**src/rtl/lit_selector_bp_if.sv**
```systemverilog
// lit_selector_bp_if: literal/copy request and history-bank write bundle for lit_selector_bp
//   sources (master drives): lit_valid, data_lit, lit_address, byte_valid_in, copy_valid, data_copy,
//   address_copy, byte_valid_copy, out_ready; selector (slave drives): rd_out, copy_ready,
//   data_out, address_out, byte_valid_out, valid_out
interface lit_selector_bp_if #(
  parameter int NUM_PARSER = 6,
  parameter int DATA_W = 64,
  parameter int ADDR_W = 9
);
  logic [NUM_PARSER-1:0] lit_valid;
  logic [DATA_W*NUM_PARSER-1:0] data_lit;
  logic [ADDR_W*NUM_PARSER-1:0] lit_address;
  logic [(DATA_W/8)*NUM_PARSER-1:0] byte_valid_in;
  logic [NUM_PARSER-1:0] rd_out;
  logic copy_valid;
  logic [DATA_W-1:0] data_copy;
  logic [ADDR_W-1:0] address_copy;
  logic [DATA_W/8-1:0] byte_valid_copy;
  logic copy_ready;
  logic [DATA_W-1:0] data_out;
  logic [ADDR_W-1:0] address_out;
  logic [DATA_W/8-1:0] byte_valid_out;
  logic valid_out;
  logic out_ready;
  modport master (
    output lit_valid, data_lit, lit_address, byte_valid_in, copy_valid, data_copy, address_copy,
           byte_valid_copy, out_ready,
    input rd_out, copy_ready, data_out, address_out, byte_valid_out, valid_out
  );
  modport slave (
    input lit_valid, data_lit, lit_address, byte_valid_in, copy_valid, data_copy, address_copy,
          byte_valid_copy, out_ready,
    output rd_out, copy_ready, data_out, address_out, byte_valid_out, valid_out
  );
endinterface

```
**src/rtl/lit_selector_bp.sv**
```systemverilog
// lit_selector_bp: picks one literal or copy write per cycle into a 2-entry buffered history-bank port
//   ports: clk, rst (sync, active-high), bus (lit_selector_bp_if.slave: literal/copy requests in,
//   rd_out/copy_ready pops out, buffered data_out/address_out/byte_valid_out/valid_out with out_ready)
module lit_selector_bp #(
  parameter int NUM_PARSER = 6,
  parameter int NUM_LOG = 3,
  parameter int DATA_W = 64,
  parameter int ADDR_W = 9,
  parameter logic [NUM_PARSER-1:0] BASE_INIT = 1,
  parameter int STARVE_MAX = 4
) (
  input logic clk,
  input logic rst,
  lit_selector_bp_if.slave bus
);
  localparam int BE_W = DATA_W / 8;
  localparam int W = DATA_W + ADDR_W + BE_W;
  localparam int SW = STARVE_MAX > 0 ? $clog2(STARVE_MAX + 1) : 1;
  localparam logic [SW-1:0] SMAX = SW'(STARVE_MAX);
  logic [1:0] cnt, keep;
  logic [NUM_PARSER-1:0] base, grant;
  logic [2*NUM_PARSER-1:0] dreq, dgnt;
  logic [SW-1:0] starve_cnt;
  logic [NUM_LOG-1:0] idx;
  logic [W-1:0] ent0, ent1, w;
  logic any_lit, accept, starve, copy_win, lit_win, push, pop;
  assign any_lit = |bus.lit_valid;
  assign accept = ~rst & (cnt < 2'd2);
  assign starve = (STARVE_MAX != 0) & (starve_cnt >= SMAX) & any_lit;
  assign copy_win = accept & bus.copy_valid & ~starve;
  assign lit_win = accept & ~copy_win & any_lit;
  assign push = copy_win | lit_win;
  assign pop = bus.valid_out & bus.out_ready;
  // doubled request vector: subtracting base isolates the first requester at/above base, with wrap
  assign dreq = {bus.lit_valid, bus.lit_valid};
  assign dgnt = dreq & ~(dreq - {{NUM_PARSER{1'b0}}, base});
  assign grant = dgnt[NUM_PARSER-1:0] | dgnt[2*NUM_PARSER-1:NUM_PARSER];
  assign bus.rd_out = lit_win ? grant : '0;
  assign bus.copy_ready = copy_win;
  always_comb begin
    idx = '0;
    for (int i = 0; i < NUM_PARSER; i++) idx = grant[i] ? NUM_LOG'(i) : idx;
  end
  assign w = copy_win ? {bus.data_copy, bus.address_copy, bus.byte_valid_copy}
                      : {bus.data_lit[idx*DATA_W +: DATA_W], bus.lit_address[idx*ADDR_W +: ADDR_W],
                         bus.byte_valid_in[idx*BE_W +: BE_W]};
  // occupancy once this cycle's pop is taken; the push lands in that slot
  assign keep = cnt - {1'b0, pop};
  always_ff @(posedge clk) begin
    if (rst) begin
      cnt <= '0;
      base <= BASE_INIT;
      starve_cnt <= '0;
    end else begin
      cnt <= keep + {1'b0, push};
      if (lit_win) base <= {grant[NUM_PARSER-2:0], grant[NUM_PARSER-1]};
      if (lit_win || (accept && !any_lit)) starve_cnt <= '0;
      else if (copy_win && starve_cnt < SMAX) starve_cnt <= starve_cnt + 1'b1;
    end
  end
  always_ff @(posedge clk) begin
    if (pop) ent0 <= ent1;
    if (push && keep == 2'd0) ent0 <= w;
    else if (push) ent1 <= w;
  end
  assign bus.valid_out = cnt != 2'd0;
  assign {bus.data_out, bus.address_out, bus.byte_valid_out} = ent0;
endmodule

```
**src/flat_wrapper.sv**
```systemverilog
// flat-port wrapper written by rule: the top's interface ports become plain ports
module lit_selector_bp_flat 
#(
  parameter int NUM_PARSER = 6,
  parameter int NUM_LOG = 3,
  parameter int DATA_W = 64,
  parameter int ADDR_W = 9,
  parameter logic [NUM_PARSER-1:0] BASE_INIT = 1,
  parameter int STARVE_MAX = 4
)
  (clk, rst, bus_lit_valid, bus_data_lit, bus_lit_address, bus_byte_valid_in, bus_copy_valid, bus_data_copy, bus_address_copy, bus_byte_valid_copy, bus_out_ready, bus_rd_out, bus_copy_ready, bus_data_out, bus_address_out, bus_byte_valid_out, bus_valid_out);
  lit_selector_bp_if #(.NUM_PARSER(NUM_PARSER), .DATA_W(DATA_W), .ADDR_W(ADDR_W)) bus_i ();
  input logic clk;
  input logic rst;
  input wire logic [$bits(bus_i.lit_valid)-1:0] bus_lit_valid;
  input wire logic [$bits(bus_i.data_lit)-1:0] bus_data_lit;
  input wire logic [$bits(bus_i.lit_address)-1:0] bus_lit_address;
  input wire logic [$bits(bus_i.byte_valid_in)-1:0] bus_byte_valid_in;
  input wire logic [$bits(bus_i.copy_valid)-1:0] bus_copy_valid;
  input wire logic [$bits(bus_i.data_copy)-1:0] bus_data_copy;
  input wire logic [$bits(bus_i.address_copy)-1:0] bus_address_copy;
  input wire logic [$bits(bus_i.byte_valid_copy)-1:0] bus_byte_valid_copy;
  input wire logic [$bits(bus_i.out_ready)-1:0] bus_out_ready;
  output wire logic [$bits(bus_i.rd_out)-1:0] bus_rd_out;
  output wire logic [$bits(bus_i.copy_ready)-1:0] bus_copy_ready;
  output wire logic [$bits(bus_i.data_out)-1:0] bus_data_out;
  output wire logic [$bits(bus_i.address_out)-1:0] bus_address_out;
  output wire logic [$bits(bus_i.byte_valid_out)-1:0] bus_byte_valid_out;
  output wire logic [$bits(bus_i.valid_out)-1:0] bus_valid_out;
  assign bus_i.lit_valid = bus_lit_valid;
  assign bus_i.data_lit = bus_data_lit;
  assign bus_i.lit_address = bus_lit_address;
  assign bus_i.byte_valid_in = bus_byte_valid_in;
  assign bus_i.copy_valid = bus_copy_valid;
  assign bus_i.data_copy = bus_data_copy;
  assign bus_i.address_copy = bus_address_copy;
  assign bus_i.byte_valid_copy = bus_byte_valid_copy;
  assign bus_i.out_ready = bus_out_ready;
  assign bus_rd_out = bus_i.rd_out;
  assign bus_copy_ready = bus_i.copy_ready;
  assign bus_data_out = bus_i.data_out;
  assign bus_address_out = bus_i.address_out;
  assign bus_byte_valid_out = bus_i.byte_valid_out;
  assign bus_valid_out = bus_i.valid_out;
  lit_selector_bp #(.NUM_PARSER(NUM_PARSER), .NUM_LOG(NUM_LOG), .DATA_W(DATA_W), .ADDR_W(ADDR_W), .BASE_INIT(BASE_INIT), .STARVE_MAX(STARVE_MAX)) u_core (.clk(clk), .rst(rst), .bus(bus_i));
endmodule
```
**config.mk**
```make
export PLATFORM = sky130hd
export DESIGN_NAME = lit_selector_bp_flat
export DESIGN_NICKNAME = d
export VERILOG_FILES = /design/src/rtl/lit_selector_bp_if.sv /design/src/rtl/lit_selector_bp.sv /design/src/flat_wrapper.sv
export SDC_FILE = /design/constraint.sdc
export NUM_CORES = 1
export LEC_CHECK = 0
export ABC_AREA = 1
export BUFFER_PORTS_ARGS = -buffer_cell sky130_fd_sc_hd__buf_2
export CORE_AREA = 2 2 261 263
export DETAILED_ROUTE_END_ITERATION = 12
export DIE_AREA = 0 0 263 265
export HOLD_SLACK_MARGIN = 0.15
export PLACE_DENSITY = 0.52
export SYNTH_ARGS = -nofsm -noshare
export SYNTH_HDL_FRONTEND = slang
export SYNTH_SLANG_ARGS = --single-unit
```
**constraint.sdc**
```tcl
create_clock -name clk -period 9.65 [get_ports clk]
set_input_delay 0.4825 -clock clk [delete_from_list [all_inputs] [get_ports clk]]
set_output_delay 0.4825 -clock clk [all_outputs]
set_load 0.02 [all_outputs]
```
-- Word-level counts from Yosys, hierarchy flattened
Index checks and enable logic that the tools add are counted.
- add/subtract/negate cells: 4
- multiply operators: 1
- order comparisons: 3
- shift operators: 3
- mux-type cells: 9
- bitwise operators: 15
- reduce and logical (&&, ||, !) cells: 11
- operators with widths (operator ; count):
    variable part select 384 x 10 -> 64 bit ; 1
    2-to-1 mux 81 bit ; 3
    variable part select 54 x 8 -> 9 bit ; 1
    variable part select 48 x 7 -> 8 bit ; 1
    bitwise AND 12 bit ; 1
    2-to-1 mux 3 bit ; 4
    inverter 12 bit ; 1
    subtractor 12 x 6 -> 12 bit ; 1
    bitwise AND 1 bit ; 7
    multiplier 3 x 4 -> 7 bit, second input constant ; 1
    2-to-1 mux 6 bit ; 1
    OR 6 bit ; 1
    OR reduction 6 bit ; 1
    inverter 1 bit ; 4
    nonzero test 2 bit ; 2
    adder 3 x 1 -> 3 bit, second input constant ; 1
    >= comparator 3 bit, second input constant ; 1
    logical AND 1 bit ; 3
    < comparator 3 bit, second input constant ; 1
    adder 2 x 1 -> 2 bit ; 1
    logical NOT 2 bit ; 1
    < comparator 2 bit, second input constant ; 1
    AND reduction 2 bit ; 1
    OR reduction 2 bit ; 1
    other kinds (5) ; 5
- bits in registers: 173
- bits of input ports: 577
- output and inout bits: 89
- word-level logic and storage cells: 51

-- Logic depth before layout (Yosys ltp)
- depth after elaboration: 13
- depth in mapped cells: 24
- depth with buffers taken out: 22

-- Least setup slack after synthesis
OpenSTA, ideal clock, no wires.
- kind: input -> register
- start point: input port bus_lit_valid[0]
- end point: register u_core.ent1[0], enable pin
- setup time: 0.548 ns
- data arrival time: 5.169 ns
- data required time: 9.102 ns
- path slack: 3.933 ns
- cell stages on the path: 9
- path buffers: 1
- path through: inv_1 nand2_1 nor3_1 nand2_1 nand2_1 nand3_1 nand3_1 clkbuf_1 a21oi_1
- word-level cells in the longest chain between the ends: 11
- ends and longest elaborated chain (element ; line ; RTL):
    start: declaration ; flat_wrapper.sv:15 ; input wire logic [$bits(bus_i.lit_valid)-1:0] bus_lit_valid;
    OR reduction 6 bit (*) ; lit_selector_bp.sv:27 ; assign any_lit = |bus.lit_valid;
    bitwise AND 1 bit ; lit_selector_bp.sv:29 ; assign starve = (STARVE_MAX != 0) & (starve_cnt >= SMAX) & any_lit;
    inverter 1 bit ; lit_selector_bp.sv:30 ; assign copy_win = accept & bus.copy_valid & ~starve;
    bitwise AND 1 bit ; lit_selector_bp.sv:30 ;
    inverter 1 bit ; lit_selector_bp.sv:31 ; assign lit_win = accept & ~copy_win & any_lit;
    bitwise AND 1 bit (2 in a row) ; lit_selector_bp.sv:31 ;
    OR 1 bit (*) ; lit_selector_bp.sv:32 ; assign push = copy_win | lit_win;
    logical AND 1 bit ; lit_selector_bp.sv:63 ; if (push && keep == 2'd0) ent0 <= w;
    inverter 1 bit (no source line) ; -- ;
    AND reduction 2 bit (no source line) (*) ; -- ;
    end signal: assignment ; lit_selector_bp.sv:64 ; else if (push) ent1 <= w;
    end: declaration ; lit_selector_bp.sv:25 ; logic [W-1:0] ent0, ent1, w;
Mark *: on every way between the ends. The rest lies on a longest branch, timed or not.
A chain may end at the register's enable or synchronous reset.

-- Final worst setup path
- start point: register u_core.base[2]
- end point: register u_core.ent0[50] (data pin)
- word-level cells in the longest chain between the ends: 12
- ends and longest elaborated chain (element ; line ; RTL):
    start: declaration ; lit_selector_bp.sv:21 ; logic [NUM_PARSER-1:0] base, grant;
    start signal: assignment ; lit_selector_bp.sv:56 ; if (lit_win) base <= {grant[NUM_PARSER-2:0], grant[NUM_PARSER-1]};
    subtractor 12 x 6 -> 12 bit (*) ; lit_selector_bp.sv:36 ; assign dgnt = dreq & ~(dreq - {{NUM_PARSER{1'b0}}, base});
    inverter 12 bit (*) ; lit_selector_bp.sv:36 ;
    bitwise AND 12 bit (*) ; lit_selector_bp.sv:36 ;
    OR 6 bit (*) ; lit_selector_bp.sv:37 ; assign grant = dgnt[NUM_PARSER-1:0] | dgnt[2*NUM_PARSER-1:NUM_PARSER];
    2-to-1 mux 1 bit ; lit_selector_bp.sv:42 ; for (int i = 0; i < NUM_PARSER; i++) idx = grant[i] ? NUM_LOG'(i) : idx;
    2-to-1 mux 3 bit (3 in a row) ; lit_selector_bp.sv:42 ;
    2-to-1 mux 3 bit (*) ; lit_selector_bp.sv:42 ;
    variable part select 384 x 10 -> 64 bit (*) ; lit_selector_bp.sv:45 ; : {bus.data_lit[idx*DATA_W +: DATA_W], bus.lit_address[idx*ADDR_W +: ADDR_W],
    2-to-1 mux 81 bit (*) ; lit_selector_bp.sv:44 ; assign w = copy_win ? {bus.data_copy, bus.address_copy, bus.byte_valid_copy}
    named net u_core.w[50] ; lit_selector_bp.sv:25 ;
    2-to-1 mux 81 bit (*) ; lit_selector_bp.sv:63 ;
    end signal: assignment ; lit_selector_bp.sv:62 ; if (pop) ent0 <= ent1;
    end signal: assignment ; lit_selector_bp.sv:63 ;
    end: declaration ; lit_selector_bp.sv:25 ;
Mark *: on every way through the listed nets, which the timed path passes. The rest lies on a longest branch.

==> reports/qor.txt <==
CTS tree: done
Initial Util: 20.68%
via count: 15970
Routed WL per cell: 17.48 um
initial antenna violation count: 21
YS warnings: 0
Least-Margin Pin Slew: 1.130 ns
Peak Freq: 207.6 MHz
share of cells above drive strength 1: 25.95%
Slowest Stage Delay on Critical Path: 0.72 ns
run status: complete, no violations
# Max-Cap Violations: 0
setup_tns: 0 ns
Static Leakage: 10.53 nW
first-pass GRT wire length: 94320 um
largest net degree at the start of global routing: 105
crit-path cells: inv_1, ha_1, a21oi_1, nand2_1, nand2_1, nand3_1, nand2_1, nand2_1, nand2_8, nand3_4, inv_4, buf_4, nand3_1, nand3_1, nand2_1, nand2_1, nand2_1, nand2_1
CP endpoint kind: flop
PD cells: 301.7 nW/um^2
Top-Level Pins: 666
Mean Syn Cell Area: 6.193 um^2
Num Clock Sinks: 173
Residual DRC: 0
GR Overflow Total: 0
Peak VDD IR: 0.0001473 V
drt total wl: 64380 um
CTS Buf Count: 17
port bufs: 665
unrepaired setup endpoints after global routing: false
num rows: 95
width of the die: 263 um
dpl cells: 3646
Cells after Synth: 2231
Longest Clk Path Bufs: 2
Final Util: 27.39%
endpoints failing setup: 0
Critical Path AT: 5.16 ns
drt initial violations: 1140
period utilization: 49.92%
crit-path max FO: 104
worst skew pair latency: 0.47 ns
Reg clk slew, reported paths: 0.08 ns
Tot Pwr: 5.519 mW
Global Route Usage Sum: 17.92%
sequential fraction of the synthesis area: 36.80%
Setup Skew: 0.008460 ns
final RePlAce weighted congestion: 0.8926
CTS H-tree depth: 4
root buf cell: clkbuf_16
min-delay worst type: in2reg
Placeable Area: 66800 um^2
Critical Path RT: 9.99 ns
CP startpoint kind: flop
Netlist cell types: 30
Syn-to-layout area delta: 32.41%
post-route ant nets: 0
DIE AREA: 69700 um^2
Final HPWL DP: 46140 um
fin crit period: 4.817 ns
Final Non-Filler Cells: 3684
Synth Net Count: 2818
drt first pass iters: 5
Nets: 3380
slowest cell on the critical path: nand3_4
die height: 265 um
CTS resizes: 0
Worst path most repeated cell: nand2_1
Post-CTS Setup Bufs: 0
vias per inst: 4.335
Post-Syn Area: 13820 um^2
Setup CP Type: reg2reg
Final Hold Violating Endpoints: 0
Slew Limit Headroom: 24.69%
max-slew violation count: 0
Yosys reg bits: 173
vias in the first global route: 15340
[cell usage after synthesis]
| master | n | area, um^2 |
|---|---|---|
| inv_2 | 5 | 18.77 |
| nand2_2 | 3 | 18.77 |
| nand4_1 | 1 | 6.260 |
| ha_1 | 9 | 112.6 |
| or2_2 | 3 | 18.77 |
| buf_1 | 14 | 52.55 |
| a211oi_1 | 1 | 7.510 |
| nand3_2 | 1 | 10.01 |
| buf_2 | 67 | 335.3 |
| clkinv_1 | 1 | 3.750 |
| o21bai_1 | 1 | 7.510 |
| o21ai_0 | 2 | 10.01 |
| buf_4 | 12 | 90.09 |
| nor3_1 | 3 | 15.01 |
| xor2_1 | 2 | 17.52 |
| xnor2_1 | 1 | 8.760 |
| o211ai_1 | 1 | 7.510 |
| nand3_1 | 412 | 2062 |
| o22ai_1 | 3 | 18.77 |
| dfxtp_1 | 11 | 220.2 |
| clkbuf_1 | 33 | 123.9 |
| nand2_1 | 935 | 3510 |
| nand2_4 | 2 | 22.52 |
| a21oi_1 | 90 | 450.4 |
| nor2_1 | 14 | 52.55 |
| fa_1 | 1 | 20.02 |
| inv_1 | 430 | 1614 |
| buf_6 | 10 | 112.6 |
| clkinv_2 | 1 | 5.000 |
| edfxtp_1 | 162 | 4865 |
[sequential cells by signal, indices dropped and copies added, names as in the netlist]
signal	cells
u_core.ent1	81
u_core.starve_cnt	3
u_core.cnt	2
u_core.base	6
u_core.ent0	81
[metrics by stage]
stage / instance area, um^2 / hold slack (ns) / setup slack (ns)
after global placement: 17710 / 0.4759 / 4.580
final: 18300 / 0.3070 / 4.833
after CTS: 18280 / 0.2491 / 4.849
after global routing: 18300 / 0.2691 / 4.399
after detailed placement: 17710 / 0.4842 / 4.571
after floorplan: 13820 / 0.4527 / 3.933
[where the power goes]
part / switching, mW / leakage [nW] / internal [mW]
sequential: 0.117 / 1.64 / 1.45
combinational: 2.36 / 8.62 / 0.899
clock: 0.338 / 0.273 / 0.358
[routing by layer]
metal,vias to the layer above,routed length (um),GRT usage [%]
met5,-,124,0
met4,20,1659,5.977
met3,106,4334,4.115
met2,640,30680,30.39
met1,7228,27580,22.36
li1,7977,-,-
[logic make-up (layout without fill, tap and decap cells)]
| family | Yosys count | in the layout | synth area share, % |
|---|---|---|---|
| AOI/OAI and AO/OA | 98 | 98 | 3.631 |
| DFF | 173 | 173 | 36.80 |
| xor gates and xnor gates | 3 | 3 | 0.1902 |
| other | 0 | 6 | 0 |
| and+or+nand+nor | 1374 | 1374 | 41.37 |
| adders and majority gates | 10 | 10 | 0.9599 |
| buffers and inverters | 573 | 1147 | 17.05 |
[area by class of cell]
type	count	area, um^2
clock buffers	17	425.4
flip-flops and latches	173	5085
inverters	437	1658
fillers	7706	48510
diodes	6	15.01
multi-input cells	1485	6446
clock inverters	14	137.6
repair buffers	679	3436
well taps	873	1092
[final timing paths]
kind | start | to | slack [ns] | cells past startpoint
worst max register to register | u_core.base[2] | u_core.ent0[50] | 4.83 | 18
worst max-delay path | u_core.base[2] | u_core.ent0[50] | 4.83 | 18
worst min-delay path | bus_data_copy[27] | u_core.ent1[44] | 0.31 | 3
worst min register to register | u_core.base[4] | u_core.base[4] | 0.50 | 2
[what timing repair did]
action,4_1_cts,5_1_grt
endpoints found under the setup margin,0,0
hold buffers,1,0
hold endpoints to repair,1,0
[cell usage in the layout, fill, tap and decap left out, types with 3 or more instances in the layout]
cell type  synthesis  final
clkbuf_16          0     17
ha_1               9      9
diode_2            0      6
inv_4              0      5
clkinv_4           0      3
nand3_1          412    412
nor3_1             3      3
a21oi_1           90     89
buf_2             67    665
clkinv_2           1      3
nand2_4            2      3
inv_1            430    429
buf_4             12     13
nor2_1            14     14
or2_2              3      3
nand2_8            0      3
dfxtp_1           11     11
o22ai_1            3      3
inv_6              0      5
edfxtp_1         162    162
nand2_1          935    933
[worst max-delay path: cells and delay by family, from the launching register on]
kind / cells / cell delay, ns
AOI/OAI and AO/OA: 1 / 0.19
adders and majority gates: 1 / 0.33
buffers and inverters: 3 / 1.42
DFF: 1 / 0.31
and+or+nand+nor: 13 / 2.34
No activity file was read; power rests on OpenSTA's default activity.
